`src/rtl/fft_pkg.sv`:
```
// Shared FFT datapath helpers: constant clog2, lgd width derivation, stride clamp.
package fft_pkg;

    localparam int DBW_DEF = 16;

    typedef logic [DBW_DEF-1:0] sample_t;

    function automatic int clog2(input int n);
        int r;
        int v;
        r = 0;
        v = n - 1;
        while (v > 0) begin
            r++;
            v = v >> 1;
        end
        return r;
    endfunction

    function automatic int lgw_of(input int maxlg);
        return clog2(maxlg + 1);
    endfunction

    function automatic int clamp_lg(input int lg, input int maxlg);
        return (lg > maxlg) ? maxlg : lg;
    endfunction

endpackage

```
`src/rtl/delay_line.sv`:
```
// Circular delay line: single-port RAM, combinational read of the old word, write at the clock edge.
module delay_line #(
    parameter int DBW = 16,
    parameter int AW  = 4
) (
    input  logic           clk,
    input  logic           we,
    input  logic [AW-1:0]  addr,
    input  logic [DBW-1:0] din,
    output logic [DBW-1:0] dout
);

    logic [DBW-1:0] mem [2**AW];

    // Read sees the word written D transfers ago; the write lands at the edge.
    assign dout = mem[addr];

    always_ff @(posedge clk) begin
        if (we) begin
            mem[addr] <= din;
        end
    end

endmodule

```
`src/rtl/stride_commutator.sv`:
```
// Radix-2 delay-commutator producing stride-D reordered pairs, D = 2^lg.
// STRIDE_COMMUTATOR_RUNTIME_LGD_EN adds the lgd port; otherwise D is fixed at 2^MAXLG.
module stride_commutator
    import fft_pkg::*;
#(
    parameter int DBW   = 16,
    parameter int MAXLG = 4,
    localparam int LGW  = lgw_of(MAXLG)
) (
    input  logic           clk,
    input  logic           rstx,
    input  logic           clr,
`ifdef STRIDE_COMMUTATOR_RUNTIME_LGD_EN
    input  logic [LGW-1:0] lgd,
`endif
    input  logic           in_valid,
    input  logic [DBW-1:0] din_a,
    input  logic [DBW-1:0] din_b,
    output logic           out_valid,
    output logic [DBW-1:0] dout_x,
    output logic [DBW-1:0] dout_y,
    output logic           out_first
);

    localparam int TW = MAXLG + 1;

    logic [TW-1:0]    t_q, t_d;
    logic             primed_q, primed_d;
    logic [MAXLG-1:0] addr;
    logic             s;
    logic [TW-1:0]    dm1;
    logic             xfer, emit;
    logic [DBW-1:0]   bp, ud, u, v;
    logic             out_valid_q, out_first_q;
    logic [DBW-1:0]   x_q, y_q;

`ifdef STRIDE_COMMUTATOR_RUNTIME_LGD_EN
    logic [LGW-1:0]   lg_q, lg_in, lg_cur;
    logic             load_q;
    logic [MAXLG-1:0] mask;

    assign lg_in = LGW'(clamp_lg(int'(lgd), MAXLG));
    // First cycle after reset release uses lgd directly so a transfer there is not lost.
    assign lg_cur = load_q ? lg_in : lg_q;

    always_ff @(posedge clk or negedge rstx) begin
        if (!rstx) begin
            lg_q   <= LGW'(MAXLG);
            load_q <= 1'b1;
        end else begin
            if (clr || load_q) begin
                lg_q <= lg_in;
            end
            load_q <= 1'b0;
        end
    end

    assign mask = MAXLG'((32'd1 << lg_cur) - 32'd1);
    assign addr = t_q[MAXLG-1:0] & mask;
    assign s    = t_q[lg_cur];
    assign dm1  = TW'(mask);
`else
    assign addr = t_q[MAXLG-1:0];
    assign s    = t_q[MAXLG];
    assign dm1  = {1'b0, {MAXLG{1'b1}}};
`endif

    assign xfer = in_valid & ~clr;
    assign emit = xfer & primed_q;

    always_comb begin
        t_d      = t_q;
        primed_d = primed_q;
        if (clr) begin
            t_d      = '0;
            primed_d = 1'b0;
        end else if (in_valid) begin
            t_d = t_q + TW'(1);
            if (t_q == dm1) begin
                primed_d = 1'b1;
            end
        end
    end

    always_ff @(posedge clk or negedge rstx) begin
        if (!rstx) begin
            t_q      <= '0;
            primed_q <= 1'b0;
        end else begin
            t_q      <= t_d;
            primed_q <= primed_d;
        end
    end

    assign u = s ? bp : din_a;
    assign v = s ? din_a : bp;

    delay_line #(.DBW(DBW), .AW(MAXLG)) u_line_b (
        .clk  (clk),
        .we   (xfer),
        .addr (addr),
        .din  (din_b),
        .dout (bp)
    );

    delay_line #(.DBW(DBW), .AW(MAXLG)) u_line_u (
        .clk  (clk),
        .we   (xfer),
        .addr (addr),
        .din  (u),
        .dout (ud)
    );

    always_ff @(posedge clk or negedge rstx) begin
        if (!rstx) begin
            out_valid_q <= 1'b0;
            out_first_q <= 1'b0;
            x_q         <= '0;
            y_q         <= '0;
        end else begin
            out_valid_q <= emit;
            out_first_q <= emit & s & (addr == '0);
            if (emit) begin
                x_q <= ud;
                y_q <= v;
            end
        end
    end

    assign out_valid = out_valid_q;
    assign out_first = out_first_q;
    assign dout_x    = x_q;
    assign dout_y    = y_q;

endmodule
```
`config.mk`:
```
export PLATFORM = sky130hd
export DESIGN_NAME = stride_commutator
export DESIGN_NICKNAME = d
export VERILOG_FILES = /design/src/rtl/fft_pkg.sv /design/src/rtl/delay_line.sv /design/src/rtl/stride_commutator.sv
export SDC_FILE = /design/constraint.sdc
export NUM_CORES = 1
export LEC_CHECK = 0
export BUFFER_PORTS_ARGS = -buffer_cell sky130_fd_sc_hd__buf_2
export CELL_PAD_IN_SITES_DETAIL_PLACEMENT = 0
export CELL_PAD_IN_SITES_GLOBAL_PLACEMENT = 1
export CORE_ASPECT_RATIO = 0.7
export CORE_MARGIN = 5
export CORE_UTILIZATION = 30
export CTS_BUF_LIST = sky130_fd_sc_hd__clkbuf_16
export DETAILED_ROUTE_END_ITERATION = 8
export GPL_TIMING_DRIVEN = 0
export PLACE_DENSITY_LB_ADDON = 0.2
export REMOVE_ABC_BUFFERS = 1
export SYNTH_ARGS = -nofsm -noshare
export SYNTH_HDL_FRONTEND = slang
export SYNTH_SLANG_ARGS = --single-unit
```
`constraint.sdc`:
```
create_clock -name clk -period 4.8 [get_ports clk]
set_input_delay 0.24 -clock clk [delete_from_list [all_inputs] [get_ports clk]]
set_output_delay 0.24 -clock clk [all_outputs]
set_load 0.005 [all_outputs]
```
---- Yosys cells after proc, flatten, opt, wreduce, memory -nomap -nowiden ----
Memory sizes are Yosys's and may differ from the RTL's. A register that Yosys moved wholly into a read port is not among the register bits.
Cells that the tools add are included.
word-level totals
  register bits after elaboration ......... 24
  memory bits (writable) .................. 512
  output and inout port bits .............. 34
  logic and storage cells ................. 28
  memories kept ........................... 2
memory list
  memory        words  bits a word  rd ports  clocked after Yosys merged registers in  write ports  line              source
  u_line_b.mem  16     16           1         0                                        1            delay_line.sv:13  logic [DBW-1:0] mem [2**AW];
  u_line_u.mem  16     16           1         1                                        1            delay_line.sv:13
operators by class
  add/sub/neg operators ................... 1
  equal/unequal tests ..................... 1
  mux-type cells .......................... 9
  bitwise logic cells ..................... 5
  reductions and logical operators ........ 5
operators with widths
  cell                                                                   number
  16-bit two-way mux                                                     2
  5-bit two-way mux                                                      2
  5-bit by 1-bit adder with 5-bit output, second input constant          1
  5-bit by 4-bit equality test with 1-bit output, second input constant  1
  1-bit two-way mux                                                      5
  1-bit AND                                                              4
  4-bit logical NOT                                                      1
  2-bit nonzero test                                                     2
  2-bit AND reduction                                                    1
  1-bit logical NOT                                                      1
  1-bit NOT                                                              1

---- Logic depth before layout (Yosys ltp) ----
Gate-level depths: netlist of the first run.
  depth after elaboration ................. 5
  depth in mapped cells ................... 8

---- Modules after synthesis ----
Synthesis of the first run repeated with hierarchy kept, for this count alone.
unflattened totals
  cells, all modules ...................... 976
  area, all modules ....................... 21534.4 um^2
by module, submodules not included
  module             times used  cells an instance  area an instance (um^2)  sequential area each (um^2)
  delay_line         2           418                9703.1                   7687.4
  stride_commutator  1           140                2128.3                   1001.0

---- Least setup slack after synthesis of the first run ----
Ideal clock, no wire load.
  kind .................................... flip-flop to flip-flop
  from .................................... register t_q[1]
  to ...................................... memory u_line_b.mem[0][0] (enable)
  arrival ................................. 3.373 ns
  required time ........................... 4.337 ns
  setup slack ............................. 0.965 ns
  cell stages (with the launch flop) ...... 8
  buffers on the path ..................... 3
  cells stage by stage .................... dfrtp_1 buf_2 buf_2 buf_2 inv_1 ha_1 nand2_1 nor3_1
RTL lines
  what                    line                     source
  from (decl)             stride_commutator.sv:27  logic [TW-1:0] t_q, t_d;
  from (signal assigned)  stride_commutator.sv:90  t_q <= t_d;
  to (decl)               delay_line.sv:13
Straight into the memory's write port.

---- Worst setup path in the final report of the first run ----
  from .................................... register t_q[0]
  to ...................................... memory u_line_u.mem[14][8], data pin
between the ends
  cells in the longest elaborated chain, start to end .. 2
ends and longest elaborated chain
  what                line                     source
  memory 16 x 16 bit  n/a
  16-bit two-way mux  stride_commutator.sv:95  assign u = s ? bp : din_a;
  net u[8]            stride_commutator.sv:33  logic [DBW-1:0] bp, ud, u, v;
  to (decl)           delay_line.sv:13
The timed path passes the listed nets, and every way through them passes these cells.

==> summary.md, run 1 <==
| Metric | Value |
|---|---|
| Outcome | `completed` |
| Post-DRT Antenna Nets | `0` |
| Max Fclk | `roughly 260 MHz` |
| Post CTS Setup Buffer Count | `0` |
| VDD IR-drop max | `between 0.3 and 0.4 mV` |
| Critical path endpoint category | `register` |
| Clock Path Buffers | `3` |
| WL per Instance | `between 20 and 30 µm` |
| Die area | `approximately 76000 µm²` |
| Max stage delay on crit path | `just over 0.9 ns` |
| H-tree levels | `2` |
| Non-filler cells, final | `a little over 2000` |
| Worst Min Path Start | `din_b[4]` |
| DP HPWL | `around 32000 µm` |
| Mapped Area | `between 20000 and 25000 µm²` |
| Clock sinks | `552` |
| Routed vias | `roughly 10000` |
| Core area | `69930 µm²` |
| MaxCap Viol Count | `0` |
| Relative slew slack | `0.1310` |
| Placed insts | `between 1500 and 2000` |
| Count of cell types in the netlist | `29` |
| Rows | `81` |
| Slowest-stage cell, CP | `dfrtp_4` |
| PD cells | `~400 nW/µm²` |
| Leakage Power | `between 8 and 9 nW` |
| Final wirelength | `between 50000 and 60000 µm` |
| Largest net degree at the start of global routing | `between 50 and 60` |
| Yosys Warn Count | `0` |
| Fin. max-slew vios | `0` |
| Clock Skew | `about 0.025 ns` |
| FILL cells | `6479` |
| Setup violations, final | `0` |
| Post-route setup slack | `0.9598 ns` |
| Clock latency on the worst-skew pair | `about 0.6 ns` |
| Initial DRT Pass Iterations | `5` |
| First-pass GRT wire length | `78650 µm` |
| Unrepaired setup endpoints after global routing | `false` |
| CP startpoint kind | `register` |
| Post-synthesis sequential area ratio | `0.7718` |
| WHS Endpoint | `u_line_b.mem[6][4]$_DFFE_PP_` |
| Tmin final | `3.840 ns` |
| R2r endpoint | `u_line_u.mem[14][8]$_DFFE_PP_` |
| Ant diodes | `0` |
| Placement Cell Area | `between 20000 and 25000 µm²` |
| Initial DRC count | `881` |
| Pre-CTS WS | `0.6817 ns` |
| Port Buffers | `69` |
| Worst-Margin Slew | `1.295 ns` |
| CP Cell Sequence | `buf_16 > buf_16 > mux4_2 > a22o_1 > nor2_1 > o21ai_1` |
| CTS tree | `done` |
| Chip height | `roughly 230 µm` |
| DRC viols | `0` |
| Initial antenna violation count | `3` |
| Worst path arrival time | `approximately 4 ns` |
| GRT overflow | `0` |
| Design area | `between 20000 and 30000 µm²` |
| Ports | `70` |
| CP delay by family, top | `flip-flops` |
| CTS buffer count | `53` |
| Via density | `4.934` |
| Worst Hold Class | `in2reg` |
| Vias in the first global route | `~11000` |
| Hold path depth | `1` |
| CP Buf/Inv Count | `2` |
| Area grow syn2layout | `18.65%` |
| Tcrit/Tclk final | `0.8000` |
| Layout cells sized above 1 | `0.3100` |
| Fin. Hold Viols | `0` |
| Most used cell, CP | `buf_16` |
| Worst-path clk slew | `roughly 0.060 ns` |
| Gr usage total | `0.1425` |
| Clock Tree Root | `clkbuf_16` |
| Die width | `327.9 µm` |
| Max FO, Critical Path | `37` |
| Register bit total from synthesis | `552` |
| Seq. cell area | `16390 µm²` |
| Critical path required time | `around 5 ns` |
| Initial core utilization | `0.3034` |
| Multi-input logic area | `4628 µm²` |
| Final #Nets | `1155` |
| R2R Path Start | `t_q[0]$_DFFE_PN0P_` |
| Avg Inst Size Synth | `about 21 µm²` |
| Syn Inst Count | `about 1000` |
| R2r setup slk | `0.96 ns` |
| Placer congestion estimate | `0.6743` |
| Worst-case reg-to-reg path depth | `6` |
| Setup CP Type | `reg2reg` |
==> power by group <==
group,switching (W),leakage (nW),total (W),internal (W)
registers,0.0000433,5.17,0.00537,0.00533
logic,0.000337,2.14,0.000624,0.000287
clock network,0.00177,0.904,0.00410,0.00233
==> per-stage QoR <==
stage | power, W | hold slack, ns | setup TNS, ns | utilization
floorplan | 0.005900 | -0.05559 | -1697.57 | -
global placement | 0.006184 | 0.4773 | -5146.41 | 0.3200
detailed placement | 0.006099 | 0.4839 | 0 | 0.3336
CTS | 0.01023 | 0.0008493 | 0 | 0.3594
global route | 0.01048 | 0.01059 | 0 | 0.3600
finish | 0.01010 | 0.03057 | 0 | 0.3600
==> how the worst max path moves through the flow <==
| stage | depth (start not counted) | slack [ns] | to | start |
|---|---|---|---|---|
| floorplan | 3 | -3.48 | u_line_b.mem[3][0]$_DFFE_PP_ | t_q[0]$_DFFE_PN0P_ |
| global placement | 3 | -9.44 | u_line_b.mem[3][5]$_DFFE_PP_ | t_q[0]$_DFFE_PN0P_ |
| detailed placement | 4 | 0.68 | u_line_u.mem[6][4]$_DFFE_PP_ | t_q[3]$_DFFE_PN0P_ |
| CTS | 4 | 0.69 | u_line_u.mem[15][4]$_DFFE_PP_ | t_q[3]$_DFFE_PN0P_ |
| global route | 6 | 0.55 | u_line_u.mem[0][8]$_DFFE_PP_ | t_q[0]$_DFFE_PN0P_ |
| finish | 6 | 0.96 | u_line_u.mem[14][8]$_DFFE_PP_ | t_q[0]$_DFFE_PN0P_ |
==> state kept, by name, summed over array words and instances, names as in the netlist <==
register	cells
out_first	1
dout_y	16
out_valid	1
u_line_u.mem	256
dout_x	16
u_line_b.mem	256
primed_q	1
t_q	5
==> cell usage in the layout, fill, tap and decap left out, types with 22 or more instances in the layout <==
cell	n
mux4_2	128
inv_1	24
clkbuf_16	55
nand2_1	24
edfxtp_1	512
dfrtp_1	36
nor2_1	22
buf_2	70
o21ai_1	26
a22o_1	32
==> per-layer routing <==
layer / global-route usage / share of wire
met1: 0.2248 / 0.50
met2: 0.2089 / 0.44
met3: 0.02572 / 0.050
met4: 0.02330 / 0.014
met5: 0 / 0
==> synth_stat cells <==
library cell | n | share of area
dfrtp_1 | 40 | 0.047
and3_1 | 18 | 0.0053
nand4_1 | 1 | 0.00030
o21ai_1 | 18 | 0.0042
nand2_1 | 25 | 0.0044
a211oi_1 | 1 | 0.00035
xor2_1 | 1 | 0.00041
nor3_1 | 20 | 0.0047
buf_4 | 3 | 0.0011
mux2i_1 | 17 | 0.0080
buf_2 | 13 | 0.0031
nor2_1 | 36 | 0.0064
mux4_2 | 128 | 0.14
and2b_1 | 1 | 0.00035
ha_1 | 5 | 0.0029
o21ai_0 | 14 | 0.0033
and2_1 | 1 | 0.00030
mux2_2 | 16 | 0.0085
a21oi_1 | 17 | 0.0040
edfxtp_1 | 512 | 0.72
inv_1 | 5 | 0.00088
a22o_1 | 32 | 0.013
buf_1 | 4 | 0.00071
nand2b_1 | 1 | 0.00030
buf_6 | 11 | 0.0058
nor2b_1 | 2 | 0.00059
clkbuf_1 | 27 | 0.0048
xnor2_1 | 2 | 0.00083
a221o_1 | 16 | 0.0075
==> area by class of cell <==
| class | instances | area share |
|---|---|---|
| multi-input combinational | 372 | 0.1838 |
| timing repair buffer | 130 | 0.05184 |
| clock buffer | 55 | 0.05467 |
| sequential | 552 | 0.6510 |
| tap | 913 | 0.04538 |
| clock inverter | 44 | 0.01257 |
| inverter | 5 | 0.0007455 |
==> worst reg2reg max path: stages, from the launching register on <==
cell     delay (ns)
dfrtp_4        0.91
buf_16         0.37
buf_16         0.27
mux4_2         0.57
a22o_1         0.24
nor2_1         0.53
o21ai_1        0.52
==> repair_timing <==
item,CTS,global route
gates resized for setup,0,0
setup endpoints to repair,0,0
hold buffers,11,0
endpoints found under the hold margin,45,0
==> cell families after synthesis <==
family          count (synthesis)  synth area share
buf+inv                        63           0.01633
simple gates                  105           0.02265
flops                         552            0.7718
mux                           161            0.1524
compound gates                 98           0.03267
xor+xnor                        3          0.001239
fa+ha+maj                       5          0.002948
No activity file was read; power rests on OpenSTA's default activity.
==> run 2: changes to the inputs <==
==> constraint.sdc (replaced) <==
create_clock -name clk -period 3.9 [get_ports clk]
set_input_delay 0.195 -clock clk [delete_from_list [all_inputs] [get_ports clk]]
set_output_delay 0.195 -clock clk [all_outputs]
set_load 0.005 [all_outputs]
==> summary.md, run 2 (synthesized netlist as in run 1, its figures left out) <==
| Metric | Value |
|---|---|
| Vias in the first global route | `10595 (was 10515)` |
| Setup CP Type | `reg2reg (unchanged)` |
| Design area | `25430 µm² (was 25180 µm²)` |
| Via density | `4.929 (was 4.934)` |
| PD cells | `490.2 nW/µm² (was 401.1 nW/µm²)` |
| CP startpoint kind | `register (unchanged)` |
| Fin. Hold Viols | `0 (unchanged)` |
| Port Buffers | `69 (unchanged)` |
| Post-route setup slack | `0.1872 ns (was 0.9598 ns)` |
| MaxCap Viol Count | `0 (unchanged)` |
| Clock Tree Root | `clkbuf_16 (unchanged)` |
| Final #Nets | `1179 (was 1155)` |
| Worst-path clk slew | `0.07 ns (was 0.06 ns)` |
| Fin. max-slew vios | `0 (unchanged)` |
| CP Buf/Inv Count | `0 (was 2)` |
| CTS buffer count | `53 (unchanged)` |
| Ports | `70 (unchanged)` |
| Relative slew slack | `0.1482 (was 0.1310)` |
| Tcrit/Tclk final | `0.9520 (was 0.8000)` |
| Initial antenna violation count | `4 (was 3)` |
| Placed insts | `1959 (unchanged)` |
| Max stage delay on crit path | `1.02 ns (was 0.91 ns)` |
| Routed vias | `10326 (was 10218)` |
| Worst Hold Class | `in2reg (unchanged)` |
| Gr usage total | `0.1432 (was 0.1425)` |
| Critical path endpoint category | `register (unchanged)` |
| Final wirelength | `55320 µm (was 54900 µm)` |
| Critical path required time | `4.11 ns (was 4.95 ns)` |
| Leakage Power | `8.319 nW (was 8.213 nW)` |
| GRT overflow | `0 (unchanged)` |
| Die area | `76230 µm² (unchanged)` |
| DP HPWL | `32470 µm (unchanged)` |
| DRC viols | `0 (unchanged)` |
| Worst path arrival time | `3.92 ns (was 3.99 ns)` |
| Max Fclk | `269.3 MHz (was 260.4 MHz)` |
| CP delay by family, top | `compound AO/OA/AOI/OAI gates (was flip-flops)` |
| Placement Cell Area | `23330 µm² (unchanged)` |
| Tmin final | `3.713 ns (was 3.840 ns)` |
| Sum Neg Setup Slack | `0 ns (unchanged)` |
| CP Cell Sequence | `and2_1 > a22o_1 > nor2_1 > o21ai_1 (was buf_16 > buf_16 > mux4_2 > a22o_1 > nor2_1 > o21ai_1)` |
| Clock Path Buffers | `3 (unchanged)` |
| Non-filler cells, final | `2095 (was 2071)` |
| FILL cells | `6462 (was 6479)` |
| Most common cell after layout, fill and taps aside | `edfxtp_1 (unchanged)` |
| Slowest-stage cell, CP | `dfrtp_4 (unchanged)` |
| First-pass GRT wire length | `79030 µm (was 78650 µm)` |
| Initial DRC count | `888 (was 881)` |
| Layout cells sized above 1 | `0.3054 (was 0.3100)` |
| Chip height | `232.5 µm (unchanged)` |
| Setup violations, final | `0 (unchanged)` |
| Pre-CTS WS | `-0.2183 ns (was 0.6817 ns)` |
| Post-DRT Antenna Nets | `0 (unchanged)` |
| Placer congestion estimate | `0.6743 (unchanged)` |
| Worst-Margin Slew | `1.269 ns (was 1.295 ns)` |
| Ant diodes | `0 (unchanged)` |
| CTS tree | `done (unchanged)` |
| Clock Skew | `0.02362 ns (was 0.02482 ns)` |
| Rows | `81 (unchanged)` |
| Clock latency on the worst-skew pair | `0.59 ns (about the same)` |
| Die width | `327.9 µm (unchanged)` |
| Outcome | `completed (unchanged)` |
| H-tree levels | `2 (unchanged)` |
| Unrepaired setup endpoints after global routing | `false (unchanged)` |
| VDD IR-drop max | `0.3772 mV (was 0.3059 mV)` |
| Largest regs | `u_line_b.mem (256), u_line_u.mem (256) (unchanged)` |
| Area grow syn2layout | `19.85% (was 18.65%)` |
| Clock sinks | `552 (unchanged)` |
| WL per Instance | `26.40 µm (was 26.51 µm)` |
| Initial core utilization | `0.3034 (unchanged)` |
| Largest net degree at the start of global routing | `54 (unchanged)` |
| Initial DRT Pass Iterations | `5 (unchanged)` |
| Most frequent cells in the layout | `edfxtp_1 (512), mux4_2 (128), buf_2 (70), clkbuf_16 (55), dfrtp_1 (36) (unchanged)` |
| Core area | `69930 µm² (unchanged)` |
| Max FO, Critical Path | `45 (was 37)` |
run 2: changes by cell type in the layout (fill, tap and decap cells not counted), sizes merged:
| cell | before | now |
|---|---|---|
| dlygate4sd3 | 11 | 35 |
run 2: cell type report:
class                      count  area (µm²)  area share
timing repair buffer         154        1554     0.06111
inverter                       5       18.77   0.0007380
clock buffer                  55        1376     0.05412
tap                          913        1142     0.04492
clock inverter                44       316.6     0.01245
sequential                   552       16390      0.6444
multi-input combinational    372        4634      0.1822
run 2: worst register-to-register path, delay by kind of cell, from the launching register on:
kind,cells,cell delay (ns)
AO/OA/AOI/OAI,2,1.25
AND/OR/NAND/NOR,2,1.07
flip-flops,1,1.02
run 2: path summary, 6_finish.rpt:
kind                                       startpoint                             end  slack [ns]  cells past startpoint
worst max-delay path               t_q[3]$_DFFE_PN0P_  u_line_u.mem[15][13]$_DFFE_PP_        0.19                      4
worst min-delay path                         din_a[4]           dout_y[4]$_DFFE_PN0P_        0.09                      4
worst max register to register     t_q[3]$_DFFE_PN0P_  u_line_u.mem[15][13]$_DFFE_PP_        0.19                      4
worst min register to register  dout_y[9]$_DFFE_PN0P_           dout_y[9]$_DFFE_PN0P_        0.49                      2
max in group asynchronous                        rstx              t_q[1]$_DFFE_PN0P_        3.12                      2
min in group asynchronous                        rstx           dout_x[0]$_DFFE_PN0P_        0.20                      2
run 2: power breakdown:
part | total, W | switching [W] | internal (W)
Combinational | 0.000804 | 0.000432 | 0.000372
Clock | 0.00506 | 0.00219 | 0.00287
Sequential | 0.00660 | 0.0000459 | 0.00656
Total | 0.0125 | 0.00267 | 0.00980
run 2: what timing repair did:
item | CTS | global route
hold endpoints to repair | 317 | 0
setup buffers | 1 | 0
endpoints found under the setup margin | 48 | 16
gates resized for setup | 2 | 1
hold buffers | 35 | 0
run 2: per-layer routing:
metal  routed length (µm)  part of all wire  track usage  vias up
met5                   10           0.00018            0        -
met4                  745             0.013      0.02330        2
met3                 2545             0.046      0.02572       64
met2                24120              0.44       0.2106      233
met1                27900              0.50       0.2256     5602
li1                     -                 -            -     4425
run 2: metrics by stage:
stage / hold slack (ns) / utilization / power [W]
2_1_floorplan: -0.1006 / - / 0.007262
3_3_place_gp: 0.4699 / 0.3200 / 0.007611
3_5_place_dp: 0.4737 / 0.3336 / 0.007507
4_1_cts: 0.03133 / 0.3632 / 0.01262
5_1_grt: 0.08004 / 0.3637 / 0.01293
6_report: 0.09420 / 0.3637 / 0.01247
==> run 3: changes to the inputs <==
--- a/config.mk
+++ b/config.mk
@@ -9,13 +9,12 @@
 export CELL_PAD_IN_SITES_DETAIL_PLACEMENT = 0
 export CELL_PAD_IN_SITES_GLOBAL_PLACEMENT = 1
 export CORE_ASPECT_RATIO = 0.7
-export CORE_MARGIN = 5
 export CORE_UTILIZATION = 30
-export CTS_BUF_LIST = sky130_fd_sc_hd__clkbuf_16
 export DETAILED_ROUTE_END_ITERATION = 8
 export GPL_TIMING_DRIVEN = 0
 export PLACE_DENSITY_LB_ADDON = 0.2
 export REMOVE_ABC_BUFFERS = 1
+export SKIP_LAST_GASP = 1
 export SYNTH_ARGS = -nofsm -noshare
 export SYNTH_HDL_FRONTEND = slang
 export SYNTH_SLANG_ARGS = --single-unit
==> summary.md, run 3 (synthesized netlist as in run 1, its figures left out) <==
| Metric | Value |
|---|---|
| Outcome | `completed (unchanged)` |
| CP startpoint kind | `register (unchanged)` |
| VDD IR-drop max | `0.2746 mV (was 0.3772 mV)` |
| MaxCap Viol Count | `0 (unchanged)` |
| Clock Tree Root | `clkbuf_16 (unchanged)` |
| Tot Pwr | `0.01236 W (was 0.01247 W)` |
| Fin. Hold Viols | `0 (unchanged)` |
| GRT overflow | `0 (unchanged)` |
| Placer congestion estimate | `0.6801 (was 0.6743)` |
| Most common cell after layout, fill and taps aside | `edfxtp_1 (unchanged)` |
| Tcrit/Tclk final | `0.9285 (was 0.9520)` |
| Tmin final | `3.621 ns (was 3.713 ns)` |
| Rows | `81 (unchanged)` |
| PD cells | `487.5 nW/µm² (was 490.2 nW/µm²)` |
| Chip height | `224.5 µm (was 232.5 µm)` |
| Initial core utilization | `0.3034 (unchanged)` |
| Design area | `25350 µm² (was 25430 µm²)` |
| Setup violations, final | `0 (unchanged)` |
| R2r endpoint | `u_line_u.mem[4][10]$_DFFE_PP_ (was u_line_u.mem[15][13]$_DFFE_PP_)` |
| H-tree levels | `2 (unchanged)` |
| WHS | `0.02624 ns (was 0.09420 ns)` |
| Final wirelength | `54870 µm (was 55320 µm)` |
| Area grow syn2layout | `19.45% (was 19.85%)` |
| Ant diodes | `0 (unchanged)` |
| Initial DRC count | `953 (was 888)` |
| Critical path required time | `4.09 ns (was 4.11 ns)` |
| Clock Path Buffers | `3 (unchanged)` |
| Vias in the first global route | `10497 (was 10595)` |
| Die area | `71810 µm² (was 76230 µm²)` |
| CTS tree | `done (unchanged)` |
| Worst Min Path Start | `din_a[11] (was din_a[4])` |
| Initial DRT Pass Iterations | `5 (unchanged)` |
| Sum Neg Setup Slack | `0 ns (unchanged)` |
| Unrepaired setup endpoints after global routing | `false (unchanged)` |
| Placed insts | `1961 (was 1959)` |
| Largest net degree at the start of global routing | `54 (unchanged)` |
| Worst-path clk slew | `0.06 ns (was 0.07 ns)` |
| Clock Skew | `0.01407 ns (was 0.02362 ns)` |
| CP Cell Sequence | `nor2b_2 > a22o_1 > nor2_1 > o21ai_1 (was and2_1 > a22o_1 > nor2_1 > o21ai_1)` |
| DRC viols | `0 (unchanged)` |
| Via density | `4.959 (was 4.929)` |
| Leakage Power | `8.204 nW (was 8.319 nW)` |
| Hold path depth | `4 (unchanged)` |
| First-pass GRT wire length | `78670 µm (was 79030 µm)` |
| Largest regs | `u_line_b.mem (256), u_line_u.mem (256) (unchanged)` |
| Die width | `319.9 µm (was 327.9 µm)` |
| Max stage delay on crit path | `1.03 ns (was 1.02 ns)` |
| Worst Hold Class | `in2reg (unchanged)` |
| Post-DRT Antenna Nets | `0 (unchanged)` |
| Layout cells sized above 1 | `0.3042 (was 0.3054)` |
| Initial antenna violation count | `2 (was 4)` |
| Final #Nets | `1176 (was 1179)` |
| Core area | `69930 µm² (unchanged)` |
| Port Buffers | `69 (unchanged)` |
| Routed vias | `10364 (was 10326)` |
| Relative slew slack | `0.08256 (was 0.1482)` |
| R2r setup slk | `0.28 ns (was 0.19 ns)` |
| Worst-Margin Slew | `1.367 ns (was 1.269 ns)` |
| Setup CP Type | `reg2reg (unchanged)` |
| R2R Path Start | `t_q[3]$_DFFE_PN0P_ (unchanged)` |
| Non-filler cells, final | `2090 (was 2095)` |
| Max FO, Critical Path | `45 (unchanged)` |
| Max Fclk | `276.2 MHz (was 269.3 MHz)` |
| DP HPWL | `32880 µm (was 32470 µm)` |
| Most frequent cells in the layout | `edfxtp_1 (512), mux4_2 (128), buf_2 (68), clkbuf_16 (53), dfrtp_1 (36) (was edfxtp_1 (512), mux4_2 (128), buf_2 (70), clkbuf_16 (55), dfrtp_1 (36))` |
| Gr usage total | `0.1539 (was 0.1432)` |
| Worst path arrival time | `3.81 ns (was 3.92 ns)` |
| Clock latency on the worst-skew pair | `0.58 ns (was 0.59 ns)` |
| Critical path endpoint category | `register (unchanged)` |
| Clock sinks | `552 (unchanged)` |
| CTS buffer count | `52 (was 53)` |
| WHS Endpoint | `dout_y[11]$_DFFE_PN0P_ (was dout_y[4]$_DFFE_PN0P_)` |
| Fin. max-slew vios | `0 (unchanged)` |
| FILL cells | `6435 (was 6462)` |
| Worst-case reg-to-reg path depth | `4 (unchanged)` |
| Placement Cell Area | `23370 µm² (was 23330 µm²)` |
| Slowest-stage cell, CP | `o21ai_1 (was dfrtp_4)` |
| Ports | `70 (unchanged)` |
| WL per Instance | `26.25 µm (was 26.40 µm)` |
==> run 3: cell count changes in the layout (fill, tap and decap cells not counted), sizes merged <==
cell and delta:
clkbuf +15, clkinvlp -1, clkinv +2, inv -18
dlygate4sd3 -2, bufinv -1
==> run 3: worst max-delay path: cells and delay by family (launching register included) <==
kind / cells / cell delay, ns
compound gates: 2 / 1.32
flops: 1 / 1.00
simple gates: 2 / 0.84
==> run 3: layout make-up <==
class	instances	area [µm²]	area share
sequential	552	16390	0.6466
multi-input combinational	372	4624	0.1825
timing repair buffer	152	1530	0.06037
clock buffer	70	1420	0.05603
tap	913	1142	0.04507
clock inverter	26	221.5	0.008738
inverter	5	18.77	0.0007405
==> run 3: power breakdown <==
part	switching, W	internal, W	leakage (nW)	total, W
Combinational	0.000406	0.000361	2.23	0.000767
Clock	0.00217	0.00281	0.805	0.00498
Sequential	0.0000543	0.00656	5.17	0.00661
==> run 3: worst max-delay path by stage <==
stage,startpoint,end,slack [ns],depth (start not counted)
2_1_floorplan,t_q[0]$_DFFE_PN0P_,u_line_b.mem[3][0]$_DFFE_PP_,-4.38,3
3_3_place_gp,t_q[0]$_DFFE_PN0P_,u_line_b.mem[3][11]$_DFFE_PP_,-10.37,3
3_5_place_dp,t_q[3]$_DFFE_PN0P_,u_line_u.mem[1][7]$_DFFE_PP_,-0.27,4
4_1_cts,t_q[3]$_DFFE_PN0P_,u_line_u.mem[4][10]$_DFFE_PP_,0.28,4
5_1_grt,t_q[3]$_DFFE_PN0P_,u_line_u.mem[4][10]$_DFFE_PP_,0.11,4
6_report,t_q[3]$_DFFE_PN0P_,u_line_u.mem[4][10]$_DFFE_PP_,0.28,4
==> run 3: per-stage QoR <==
step                      utilization  setup WS, ns
after global placement         0.3200        -10.37
final                          0.3624        0.2788
after floorplan                     -        -4.383
after CTS                      0.3624        0.2814
after detailed placement       0.3342       -0.2653
after global routing           0.3624        0.1098
==> run 3: layer usage <==
layer / GRT usage / part of all wire / wire, µm
met2: 0.2229 / 0.43 / 23620
met4: 0.02963 / 0.012 / 677
met5: 0 / 0 / 0
met1: 0.2420 / 0.50 / 27360
met3: 0.02593 / 0.059 / 3213
==> run 3: timing repair <==
| action | in CTS | in global routing |
|---|---|---|
| hold buffers | 33 | 0 |
| resized for setup | 2 | 0 |
| buffers inserted | 0 | 0 |
| endpoints found under the hold margin | 315 | 0 |
| setup endpoints to repair | 32 | 0 |
